[src/rtl/i2s_rx_pkg.sv]
// Shared definitions for the serial audio frame receiver.
//   rx_state_e : receiver FSM states (IDLE is the all-zero reset encoding)
//   fb_w()     : width of the in-frame bit index for a given slot layout
package i2s_rx_pkg;

  typedef enum logic [1:0] {
    IDLE = 2'd0,
    HUNT = 2'd1,
    RUN  = 2'd2
  } rx_state_e;

  function automatic int fb_w(input int channels, input int slot_bits);
    return $clog2(channels * slot_bits);
  endfunction

endpackage

[src/rtl/i2s_rx_edge_sync.sv]
// Two-flop synchroniser followed by a rising-edge detector.
// The detector's history flop only advances when sample_i is high, so an
// edge is reported relative to the previous *sampled* value. Tied high, this
// is a plain per-cycle edge detect (used for BCLK); driven by the BCLK rise
// strobe, it finds an FS 0->1 as seen on consecutive BCLK rises.
// Ports:
//   clk_i    in  sampling clock
//   rst_n_i  in  asynchronous active-low reset
//   d_i      in  asynchronous input
//   sample_i in  qualifies the edge detector
//   rise_o   out one-cycle pulse: synchronised input is 1, previous sample was 0
module i2s_rx_edge_sync (
  input  logic clk_i,
  input  logic rst_n_i,
  input  logic d_i,
  input  logic sample_i,
  output logic rise_o
);

  logic [1:0] sync_q, sync_d;
  logic       prev_q, prev_d;

  always_comb begin
    sync_d = {sync_q[0], d_i};
    prev_d = sample_i ? sync_q[1] : prev_q;
  end

  // NOTE: sequential state is updated with non-blocking assignments so every
  // flop samples pre-edge values; combinational blocks use blocking ones.
  always_ff @(posedge clk_i or negedge rst_n_i) begin
    if (!rst_n_i) begin
      sync_q <= '0;
      prev_q <= 1'b0;
    end else begin
      sync_q <= sync_d;
      prev_q <= prev_d;
    end
  end

  assign rise_o = sample_i & sync_q[1] & ~prev_q;

endmodule

[src/rtl/i2s_tdm_frame_receiver.sv]
// Multi-slot serial audio receiver (MSB-justified or I2S, stereo or TDM).
// Oversamples BCLK/FS/DATA in the clk_x4_i domain, checks frame alignment
// against FS and streams every received bit into a 1-bit-wide circular frame
// RAM addressed {frame_idx, bit_idx}. The index of the last complete,
// alignment-checked frame is published for the downstream framer.
// Optional feature: define I2S_RX_ERR_CNT_EN to add err_count_o, a 16-bit
// saturating count of frame_err_o pulses (cleared only by reset).
// Ports:
//   clk_x4_i              in  system clock, >= 4x BCLK
//   rst_n_i               in  asynchronous active-low reset
//   enable_i              in  receiver enable
//   i2s_bclk_i            in  serial bit clock
//   i2s_fs_i              in  frame sync; rising edge marks the frame start
//   i2s_data_i            in  serial data
//   ram_write_addr_o      out {frame_idx, bit_idx}
//   ram_write_en_o        out one-cycle write strobe
//   ram_write_data_o      out received bit
//   last_good_frame_idx_o out last fully received, error-free frame
//   frame_valid_o         out sticky: at least one good frame completed
//   locked_o              out high while in RUN
//   frame_err_o           out one-cycle pulse on an FS misalignment
//   err_count_o           out saturating error count (I2S_RX_ERR_CNT_EN only)
module i2s_tdm_frame_receiver
  import i2s_rx_pkg::*;
#(
  parameter int CIRC_BUF_BITS = 3,
  parameter int CHANNELS      = 8,
  parameter int SLOT_BITS     = 32,
  parameter int FS_DELAY      = 0
) (
  input  logic                                                clk_x4_i,
  input  logic                                                rst_n_i,
  input  logic                                                enable_i,
  input  logic                                                i2s_bclk_i,
  input  logic                                                i2s_fs_i,
  input  logic                                                i2s_data_i,
  output logic [CIRC_BUF_BITS+fb_w(CHANNELS, SLOT_BITS)-1:0] ram_write_addr_o,
  output logic                                                ram_write_en_o,
  output logic                                                ram_write_data_o,
  output logic [CIRC_BUF_BITS-1:0]                            last_good_frame_idx_o,
  output logic                                                frame_valid_o,
  output logic                                                locked_o,
  output logic                                                frame_err_o
`ifdef I2S_RX_ERR_CNT_EN
  ,
  output logic [15:0]                                         err_count_o
`endif
);

  localparam int FRAME_BITS = CHANNELS * SLOT_BITS;
  localparam int FB_W       = fb_w(CHANNELS, SLOT_BITS);
  localparam int AW         = CIRC_BUF_BITS + FB_W;
  localparam logic [FB_W-1:0] LAST_BIT = FB_W'(FRAME_BITS - 1);

  if ((FRAME_BITS < 2) || ((FRAME_BITS & (FRAME_BITS - 1)) != 0)) begin : g_chk_frame_bits
    $error("CHANNELS*SLOT_BITS must be a power of 2");
  end
  if ((FS_DELAY != 0) && (FS_DELAY != 1)) begin : g_chk_fs_delay
    $error("FS_DELAY must be 0 or 1");
  end

  // ---------------------------------------------------------------------------
  // Input synchronisation: BCLK, FS and DATA all see two flops so that FS and
  // DATA sampled on the BCLK rise cycle line up with the edge that clocked them.
  // ---------------------------------------------------------------------------
  logic       bclk_rise;
  logic       fs_rise;
  logic [1:0] data_sync_q, data_sync_d;
  logic       data_bit;
  logic       sof;

  i2s_rx_edge_sync u_bclk_sync (
    .clk_i    (clk_x4_i),
    .rst_n_i  (rst_n_i),
    .d_i      (i2s_bclk_i),
    .sample_i (1'b1),
    .rise_o   (bclk_rise)
  );

  i2s_rx_edge_sync u_fs_sync (
    .clk_i    (clk_x4_i),
    .rst_n_i  (rst_n_i),
    .d_i      (i2s_fs_i),
    .sample_i (bclk_rise),
    .rise_o   (fs_rise)
  );

  always_comb data_sync_d = {data_sync_q[0], i2s_data_i};
  assign data_bit = data_sync_q[1];

  if (FS_DELAY == 1) begin : g_sof_i2s
    // I2S: the MSB follows the FS edge by one BCLK, so hold the edge until
    // the next rise.
    logic sof_pend_q, sof_pend_d;
    always_comb sof_pend_d = bclk_rise ? fs_rise : sof_pend_q;
    always_ff @(posedge clk_x4_i or negedge rst_n_i) begin
      if (!rst_n_i) sof_pend_q <= 1'b0;
      else          sof_pend_q <= sof_pend_d;
    end
    assign sof = bclk_rise & sof_pend_q;
  end else begin : g_sof_lj
    assign sof = fs_rise;
  end

  // ---------------------------------------------------------------------------
  // Frame FSM and RAM write port
  // ---------------------------------------------------------------------------
  rx_state_e                state_q, state_d;
  logic [FB_W-1:0]          bit_cnt_q, bit_cnt_d;
  logic [CIRC_BUF_BITS-1:0] frame_idx_q, frame_idx_d;
  logic [CIRC_BUF_BITS-1:0] last_good_q, last_good_d;
  logic                     frame_valid_q, frame_valid_d;
  logic                     wr_en_q, wr_en_d;
  logic [AW-1:0]            wr_addr_q, wr_addr_d;
  logic                     wr_data_q, wr_data_d;
  logic                     frame_err_q, frame_err_d;

  always_comb begin
    // NOTE: every variable gets a default before the case so no path leaves
    // one unassigned, which would otherwise infer a latch.
    state_d       = state_q;
    bit_cnt_d     = bit_cnt_q;
    frame_idx_d   = frame_idx_q;
    last_good_d   = last_good_q;
    frame_valid_d = frame_valid_q;
    wr_en_d       = 1'b0;
    wr_addr_d     = wr_addr_q;
    wr_data_d     = wr_data_q;
    frame_err_d   = 1'b0;

    unique case (state_q)
      IDLE: begin
        if (enable_i) state_d = HUNT;
      end
      HUNT: begin
        if (enable_i && sof) begin
          state_d   = RUN;
          bit_cnt_d = '0;
          wr_en_d   = 1'b1;
          wr_addr_d = {frame_idx_q, {FB_W{1'b0}}};
          wr_data_d = data_bit;
        end
      end
      RUN: begin
        if (bclk_rise) begin
          // A frame boundary must coincide with FS exactly; either one
          // without the other is a misalignment.
          if (sof ^ (bit_cnt_q == LAST_BIT)) begin
            if (enable_i) begin
              frame_err_d = 1'b1;
              state_d     = HUNT;
            end
          end else begin
            bit_cnt_d = bit_cnt_q + 1'b1;
            // The final bit of a frame is still committed if enable_i drops
            // on that very cycle; any other bit is dropped with the frame.
            if (enable_i || (bit_cnt_d == LAST_BIT)) begin
              wr_en_d   = 1'b1;
              wr_addr_d = {frame_idx_q, bit_cnt_d};
              wr_data_d = data_bit;
            end
            if (bit_cnt_d == LAST_BIT) begin
              last_good_d   = frame_idx_q;
              frame_idx_d   = frame_idx_q + 1'b1;
              frame_valid_d = 1'b1;
            end
          end
        end
      end
      default: state_d = IDLE;
    endcase

    if (!enable_i) state_d = IDLE;
  end

  always_ff @(posedge clk_x4_i or negedge rst_n_i) begin
    if (!rst_n_i) begin
      data_sync_q   <= '0;
      state_q       <= IDLE;
      bit_cnt_q     <= '0;
      frame_idx_q   <= '0;
      last_good_q   <= '0;
      frame_valid_q <= 1'b0;
      wr_en_q       <= 1'b0;
      wr_addr_q     <= '0;
      wr_data_q     <= 1'b0;
      frame_err_q   <= 1'b0;
    end else begin
      data_sync_q   <= data_sync_d;
      state_q       <= state_d;
      bit_cnt_q     <= bit_cnt_d;
      frame_idx_q   <= frame_idx_d;
      last_good_q   <= last_good_d;
      frame_valid_q <= frame_valid_d;
      wr_en_q       <= wr_en_d;
      wr_addr_q     <= wr_addr_d;
      wr_data_q     <= wr_data_d;
      frame_err_q   <= frame_err_d;
    end
  end

  assign ram_write_addr_o      = wr_addr_q;
  assign ram_write_en_o        = wr_en_q;
  assign ram_write_data_o      = wr_data_q;
  assign last_good_frame_idx_o = last_good_q;
  assign frame_valid_o         = frame_valid_q;
  assign locked_o              = (state_q == RUN);
  assign frame_err_o           = frame_err_q;

`ifdef I2S_RX_ERR_CNT_EN
  logic [15:0] err_cnt_q, err_cnt_d;

  always_comb begin
    err_cnt_d = err_cnt_q;
    if (frame_err_d && (err_cnt_q != 16'hFFFF)) err_cnt_d = err_cnt_q + 16'd1;
  end

  always_ff @(posedge clk_x4_i or negedge rst_n_i) begin
    if (!rst_n_i) err_cnt_q <= '0;
    else          err_cnt_q <= err_cnt_d;
  end

  assign err_count_o = err_cnt_q;
`endif

endmodule

[config.mk]
export PLATFORM = sky130hd
export DESIGN_NAME = i2s_tdm_frame_receiver
export DESIGN_NICKNAME = d
export VERILOG_FILES = /design/src/rtl/i2s_rx_pkg.sv /design/src/rtl/i2s_rx_edge_sync.sv /design/src/rtl/i2s_tdm_frame_receiver.sv
export SDC_FILE = /design/constraint.sdc
export NUM_CORES = 1
export LEC_CHECK = 0
export CAP_MARGIN = 20
export CORE_MARGIN = 4
export CORE_UTILIZATION = 30
export DETAILED_ROUTE_END_ITERATION = 7
export MAX_ROUTING_LAYER = met4
export PLACE_DENSITY = 0.5
export SYNTH_ARGS = -nofsm -noshare
export SYNTH_HDL_FRONTEND = slang
export SYNTH_HIERARCHICAL = 1
export SYNTH_SLANG_ARGS = --single-unit
[constraint.sdc]
create_clock -name clk_x4_i -period 2.2 [get_ports clk_x4_i]
set_input_delay 0.44 -clock clk_x4_i [delete_from_list [all_inputs] [get_ports clk_x4_i]]
set_output_delay 0.44 -clock clk_x4_i [all_outputs]
set_load 0.01 [all_outputs]
==> metrics list, run 1 <==
* Status: completed
- Main combinational cell family by area after synthesis: simple AND/OR/NAND/NOR gates
- # IOs: 25
- Core footprint: 6350 µm²
- Via count of the first global-routing pass: 1496
- Final core area utilization: 40.7%
* Dpl cells: 291
- Portion of synthesized cell area occupied by the leading cell type: 49.6%
- In the routed layout, each cell is associated on average with a via count of 4.84.
- Die Y-Extent: 89.0 µm
- Effective utilization at floorplan: 31.0%
- Launch instance of the worst register-to-register path: bit_cnt_q[0]$_DFFE_PN0P_
- Remaining number of nets flagged by the antenna check after routing: 0
- Mux contribution to synthesized area: 7.88%
* Share of the synthesized area in compound gates (AO/OA/AOI/OAI): 13.3%
* Worst min-delay path category: input pin to async pin
* Place WS: -53.4 ps
- Crit path time final: 2180 ps
- Of the total synthesized cell area, the portion taken by XOR and XNOR cells is 4.51%.
- The first global-routing pass estimated 7.04 mm of wire.
- The H-tree generated during clock tree synthesis spans 2 levels.
- Chip Width: 89.0 µm
* Last element of the critical path: last_good_frame_idx_o[0]$_DFFE_PN0P_
- The worst register-to-register path has a setup slack of 20 ps.
* Bufs on Longest Clock Path: 2
- Series of cell instances along the critical path: buf_6 > inv_4 > ha_4 > nand3_2 > nor3b_2 > a21oi_2 > or4b_4 > mux2_4
- The floorplan step defined a die boundary enclosing 7920 µm².
* Max-slew violations: 0
- Leakage power total: 1.15 nW
* Unique masters post-synth: 47
- The count of cells in the finished layout, fillers not included, comes to 304.
* Power density cells: 781 nW/µm²
- Grouping stages by cell kind, the critical path spends the most delay in simple AND/OR/NAND/NOR gates.
- Hold timing on the final database bottoms out at a slack of 184 ps.
- The congestion estimate from routability-driven global placement came to 0.821.
* Simple-Gate Fraction of Synth Area: 15.7%
- Data on the critical path is required at its endpoint by 2380 ps.
- The share of the Yosys chip area taken by registers is 49.6%.
* Count of inserted antenna diode cells: 0
* Total routed wirelength: 4.28 mm
- Number of standard cells after synthesis: 179
- Counting buffers and inverters, the worst setup path is 8 cells deep.
- The tool flagged a number of max-cap violations equal to 0.
- Final-report setup violation count: 0
* Filler Cell Count: 633
- Top achievable clock speed: 459 MHz
- Count of warnings emitted by yosys: 6
* Global-route usage over all layers: 12.1%
- Standard cell with the maximum stage delay on the critical path: or4b_4
- Peak per-stage delay on the critical path: 630 ps
- Flip-flop and latch count after synthesis: 39
- The critical path contains buffers and inverters numbering 2 combined.
- Entering global routing, the biggest net connects 40 pins.
- The initial antenna violation count is 0.
- Ranking of synthesized cells by instance count: 39 x dfrtp_1, 19 x nand2_1, 10 x nor2_1
* RSZ-0062 raised after global routing: yes
* Adder-cell share of the synthesized area: 4.45%
* Fraction of registers with async set/reset: 100%
* Setup WS post-layout: 19.2 ps
- TritonCTS clock tree: built
- Critical Path Sink Type: flip-flop
* Top_reg_cell synth: dfrtp_1
* Final Net Count: 239
* First DRT Iteration DRCs: 66
* Synth area leader: dfrtp_1
- After detailed routing, the number of remaining DRC violations is 0.
- After detailed routing, the average wire length per cell comes to 14.1 µm.
- Crit Reg-Reg Endpoint: last_good_frame_idx_o[0]$_DFFE_PN0P_
- After synthesis the cells add up to 1970 µm².
- Worst clock skew: 8.67 ps
* Type of the worst setup path: flip-flop to flip-flop
- Root Driver: clkbuf_8
- CTS saw 39 sinks.
- Count of buffers inserted at the top-level ports: 24
- Global routing finished with a remaining overflow of 0.
* Post-layout power: 2.02 mW
* Number of buffers created by CTS: 5
- For the worst setup path, the data arrival time is 2360 ps.
- Clock-pin slew was measured on the worst setup and hold paths at 80 ps.
* R2R cell count: 8
- Worst setup path startpoint: bit_cnt_q[0]$_DFFE_PN0P_
- Max rail drop VDD: 0.376 mV
- Share of post-route cells with drive strength above 1: 26.9%
* Number of enable flip-flop cells after synthesis: 0
- Along the worst path, the maximum fanout reaches 8.
* Worst Setup Start Kind: flip-flop
* Clock latency of the later-clocked register in the worst-skew pair: 300 ps
- Share of the cycle needed by the critical path after routing: 99.1%
- The area growth from synthesis to layout is 31.3%.
- The first detailed-routing pass ran for 4 iterations.
* DP HPWL: 2.99 mm
* Final number of hold-violating endpoints: 0
- Leading cell types by total area after synthesis: dfrtp_1 50%, mux2_4 4.6%, ha_1 4.5%
- Most common cell in the netlist: dfrtp_1
* Mean post-synth cell area: 11.0 µm²
- The floorplan has 29 rows.
* DR vias: 1472
==> metal layers <==
layer	share of wire, %	GRT usage, %
met5	0	-
met1	46	14.9
met2	48	19.0
met4	1.4	3.65
met3	4.4	3.87
==> layout by cell type, fill, tap and decap left out, drive strengths merged, types with 2 or more instances in the layout <==
| cell type | count |
|---|---|
| dfrtp | 39 |
| buf | 25 |
| clkdlybuf4s50 | 23 |
| nand2 | 19 |
| nor2 | 11 |
| o21ai | 11 |
| mux2 | 10 |
| inv | 7 |
| ha | 7 |
| xnor2 | 6 |
| nand3 | 6 |
| nand4 | 5 |
| o211ai | 5 |
| clkbuf | 5 |
| a22o | 4 |
| nor3 | 4 |
| a21o | 4 |
| nand2b | 3 |
| a21oi | 3 |
| mux2i | 2 |
| xor2 | 2 |
| a221o | 2 |
| clkinvlp | 2 |
| conb | 2 |
| and3b | 2 |
| or2 | 2 |
==> metrics by stage <==
stage	cell area [µm²]	TNS, ps
2_1_floorplan	1990	-418
3_3_place_gp	2400	-1.80
3_5_place_dp	2400	-216
4_1_cts	2500	0
5_1_grt	2580	-373
6_report	2580	0
==> where the power goes <==
part	total, mW	internal [mW]	leakage, nW	switching, mW
Clock	0.497	0.221	0.0402	0.276
Combinational	0.717	0.335	0.588	0.383
Sequential	0.805	0.768	0.522	0.0366
==> registers in the layout, summed over array words and instances (netlist names) <==
signal / flops
ram_write_en_o: 1
u_fs_sync/prev_q: 1
frame_idx_q: 3
frame_valid_o: 1
data_sync_q: 2
u_fs_sync/sync_q: 2
last_good_frame_idx_o: 3
ram_write_data_o: 1
bit_cnt_q: 8
ram_write_addr_o: 11
u_bclk_sync/prev_q: 1
u_bclk_sync/sync_q: 2
state_q: 2
frame_err_o: 1
==> repair_timing <==
action	in CTS	in global routing
gates resized for setup	2	12
pin swaps	0	5
hold buffers	0	0
buffers inserted	1	4
setup endpoints to repair	5	20
hold endpoints to repair	0	0
==> logic make-up (layout without fill, tap and decap cells) <==
kind of cell,Yosys count,count (layout)
compound gates,37,37
xor+xnor,8,8
fa+ha+maj,7,7
buf+inv,16,63
flops,39,39
mux,12,12
other cells,1,2
simple gates,59,59
==> worst register-to-register path: stages, from the launching register on <==
cell	delay, ps
dfrtp_1	420
buf_6	140
inv_4	50
ha_4	120
nand3_2	70
nor3b_2	220
a21oi_2	80
or4b_4	630
mux2_4	330
==> worst min path at each step <==
stage,to,slack (ps),cells after the start,from
finish,data_sync_q[1]$_DFF_PN0_,180,2,rst_n_i
floorplan,bit_cnt_q[0]$_DFFE_PN0P_,140,0,rst_n_i
global placement,data_sync_q[1]$_DFF_PN0_,330,0,data_sync_q[0]$_DFF_PN0_
CTS,ram_write_addr_o[1]$_DFFE_PN0P_,200,2,rst_n_i
detailed placement,u_fs_sync/sync_q[1]$_DFF_PN0_,330,0,u_fs_sync/sync_q[0]$_DFF_PN0_
global route,data_sync_q[0]$_DFF_PN0_,230,2,rst_n_i
==> cell type report <==
| type | count | area [µm²] | area share (%) |
|---|---|---|---|
| Sequential cell | 39 | 976 | 37.8 |
| Inverter | 7 | 28.8 | 1.11 |
| Timing Repair Buffer | 48 | 423 | 16.4 |
| Clock inverter | 3 | 20.0 | 0.775 |
| Clock buffer | 5 | 68.8 | 2.66 |
| Tap cell | 77 | 96.3 | 3.73 |
| Multi-Input combinational cell | 125 | 971 | 37.6 |
Note: power is estimated with default switching activity, not from simulation.
==> run 2: changes to the inputs <==
--- a/config.mk
+++ b/config.mk
@@ -10,7 +10,7 @@
 export CORE_UTILIZATION = 30
 export DETAILED_ROUTE_END_ITERATION = 7
 export MAX_ROUTING_LAYER = met4
-export PLACE_DENSITY = 0.5
+export PLACE_DENSITY = 0.47
 export SYNTH_ARGS = -nofsm -noshare
 export SYNTH_HDL_FRONTEND = slang
 export SYNTH_HIERARCHICAL = 1
==> constraint.sdc (replaced) <==
create_clock -name clk_x4_i -period 2.1 [get_ports clk_x4_i]
set_input_delay 0.42 -clock clk_x4_i [delete_from_list [all_inputs] [get_ports clk_x4_i]]
set_output_delay 0.42 -clock clk_x4_i [all_outputs]
set_load 0.01 [all_outputs]
==> metrics list, run 2 (synthesis results as in run 1) <==
- In the layout the commonest cells are 39 x dfrtp_1, 31 x buf_4, 22 x clkdlybuf4s50_1.
- Top achievable clock speed: 470 MHz
- P&R area growth vs syn: 41.5%
- The initial antenna violation count was 0.
* Worst clock skew: 11.1 ps
* Post-layout power: 2.39 mW
- The register with the most flip-flops in the layout has 11 of them.
- For the worst setup path, the data arrival time is 2300 ps.
- The H-tree was split into 2 levels.
- After detailed routing, the number of remaining DRC violations is 0.
- Once detail routing completed, the nets flagged for antenna violations numbered 0.
- Across the VDD grid, the largest voltage drop is 0.428 mV.
- Worst min-delay path category: input pin to async pin
- Placement row count: 29
* Leakage power total: 1.25 nW
- The tool flagged a number of max-cap violations equal to 0.
* Vias per Instance: 4.80
* Pre-antenna DRT Iters: 4
- The final layout contains 251 nets.
* Share of post-route cells with drive strength above 1: 36.4%
* Status: complete, but fails checks
- Setup repair after global routing could not meet its margin everywhere.
* Via count of the first global-routing pass: 1667
* Clock-pin slew of the registers on the worst-case setup and hold paths: 80 ps
* Final number of hold-violating endpoints: 0
* DR vias: 1518
* DP HPWL: 3.49 mm
- The total area inside the core boundary comes to 6350 µm².
* Final TNS setup: -86.6 ps
* Dpl cells: 303
* Chip Width: 89.0 µm
- In this run the worst path has a maximum fanout of 7.
- The routed design has 4.76 mm of wire.
* Global-route congestion overflow total: 0
* Full die area: 7920 µm²
- Wirelength per Cell: 15.1 µm
* Die Y-Extent: 89.0 µm
- In this run the cell area measured after placement is 2510 µm².
* Worst Setup Start Kind: flip-flop
* Count of inserted antenna diode cells: 0
- Finished Layout Cells: 316
- In this run, post-CTS hold repair placed 0 buffers.
- TritonCTS clock tree: built
* Non-Filler Cell Area, Final: 2790 µm²
* # IOs: 25
* Violated checks: setup timing
- Final-report setup violation count: 4
- Routability-driven placement finished with a final weighted congestion of 0.818.
- Bufs on Longest Clock Path: 2
- Most frequent standard cell in the layout excluding fill and tap cells: dfrtp_1
* Pin count of the biggest net entering global routing: 22
- Worst hold margin: 76.5 ps
- The first global-routing pass estimated 8.01 mm of wire.
* Critical Path Sink Type: flip-flop
- Number of buffers created by CTS: 5
* Effective utilization at floorplan: 31.0%
* Root Driver: clkbuf_8
* Place WS: -72.4 ps
- Critical path data required time: 2270 ps
* Setup WS post-layout: -28.2 ps
* Total number of clock tree sinks: 39
- Input and output buffers added on the ports amount to 24.
* Crit path time final: 2130 ps
- Power density cells: 859 nW/µm²
- The critical path is of the flip-flop to flip-flop type.
- Final core area utilization: 43.9%
* Global-route usage over all layers: 13.7%
* Share of the cycle needed by the critical path after routing: 101%
- The detailed router finished its first iteration with 45 violations.
* Clock latency of the later-clocked register in the worst-skew pair: 290 ps
- The final max-slew violation count is 0.
## run 2: final timing paths
| path | from | end | slack [ps] | depth (start not counted) |
|---|---|---|---|---|
| hold reg to reg | u_fs_sync/sync_q[0]$_DFF_PN0_ | u_fs_sync/sync_q[1]$_DFF_PN0_ | 350 | 0 |
| setup / recovery | u_bclk_sync/prev_q$_DFFE_PN0P_ | last_good_frame_idx_o[0]$_DFFE_PN0P_ | -30 | 6 |
| min in group clk_x4_i | u_fs_sync/sync_q[0]$_DFF_PN0_ | u_fs_sync/sync_q[1]$_DFF_PN0_ | 350 | 0 |
| hold / removal | rst_n_i | ram_write_addr_o[8]$_DFFE_PN0P_ | 80 | 1 |
| max in group asynchronous | rst_n_i | frame_err_o$_DFF_PN0_ | 1540 | 2 |
| setup reg to reg | u_bclk_sync/prev_q$_DFFE_PN0P_ | last_good_frame_idx_o[0]$_DFFE_PN0P_ | -30 | 6 |
## run 2: worst max-delay path, cell delays in order (launching register included)
cell and delay (ps):
dfrtp_1 390, and3b_2 250, and3b_2 260, inv_4 70, xnor2_4 160, or4b_4 560
mux2_4 330
## run 2: layer usage
layer  share of wire, %  track usage [%]  vias to the layer above
met5                  0                -                        -
met4                1.1             4.06                        0
met3                2.7             3.04                        5
met2                 51             24.0                       24
met1                 45             15.6                      749
li1                   -                -                      740
## run 2: power breakdown
part           switching, mW  total [mW]  internal [mW]  leakage, nW
combinational          0.465       0.922          0.457        0.666
sequential            0.0351       0.840          0.805        0.522
clock                  0.276       0.630          0.354       0.0581
## run 2: final cells by class
class,instances,area [µm²]
multi-input combinational,125,1040
fill,609,3560
tap,77,96.3
sequential,39,976
clock inverter,3,43.8
inverter,7,31.3
clock buffer,5,68.8
timing repair buffer,60,532
## run 2: repair_timing
item | CTS | global route
endpoints found under the setup margin | 24 | 27
pin swaps | 4 | 4
setup buffers | 3 | 2
endpoints found under the hold margin | 0 | 0
gates resized for setup | 21 | 13
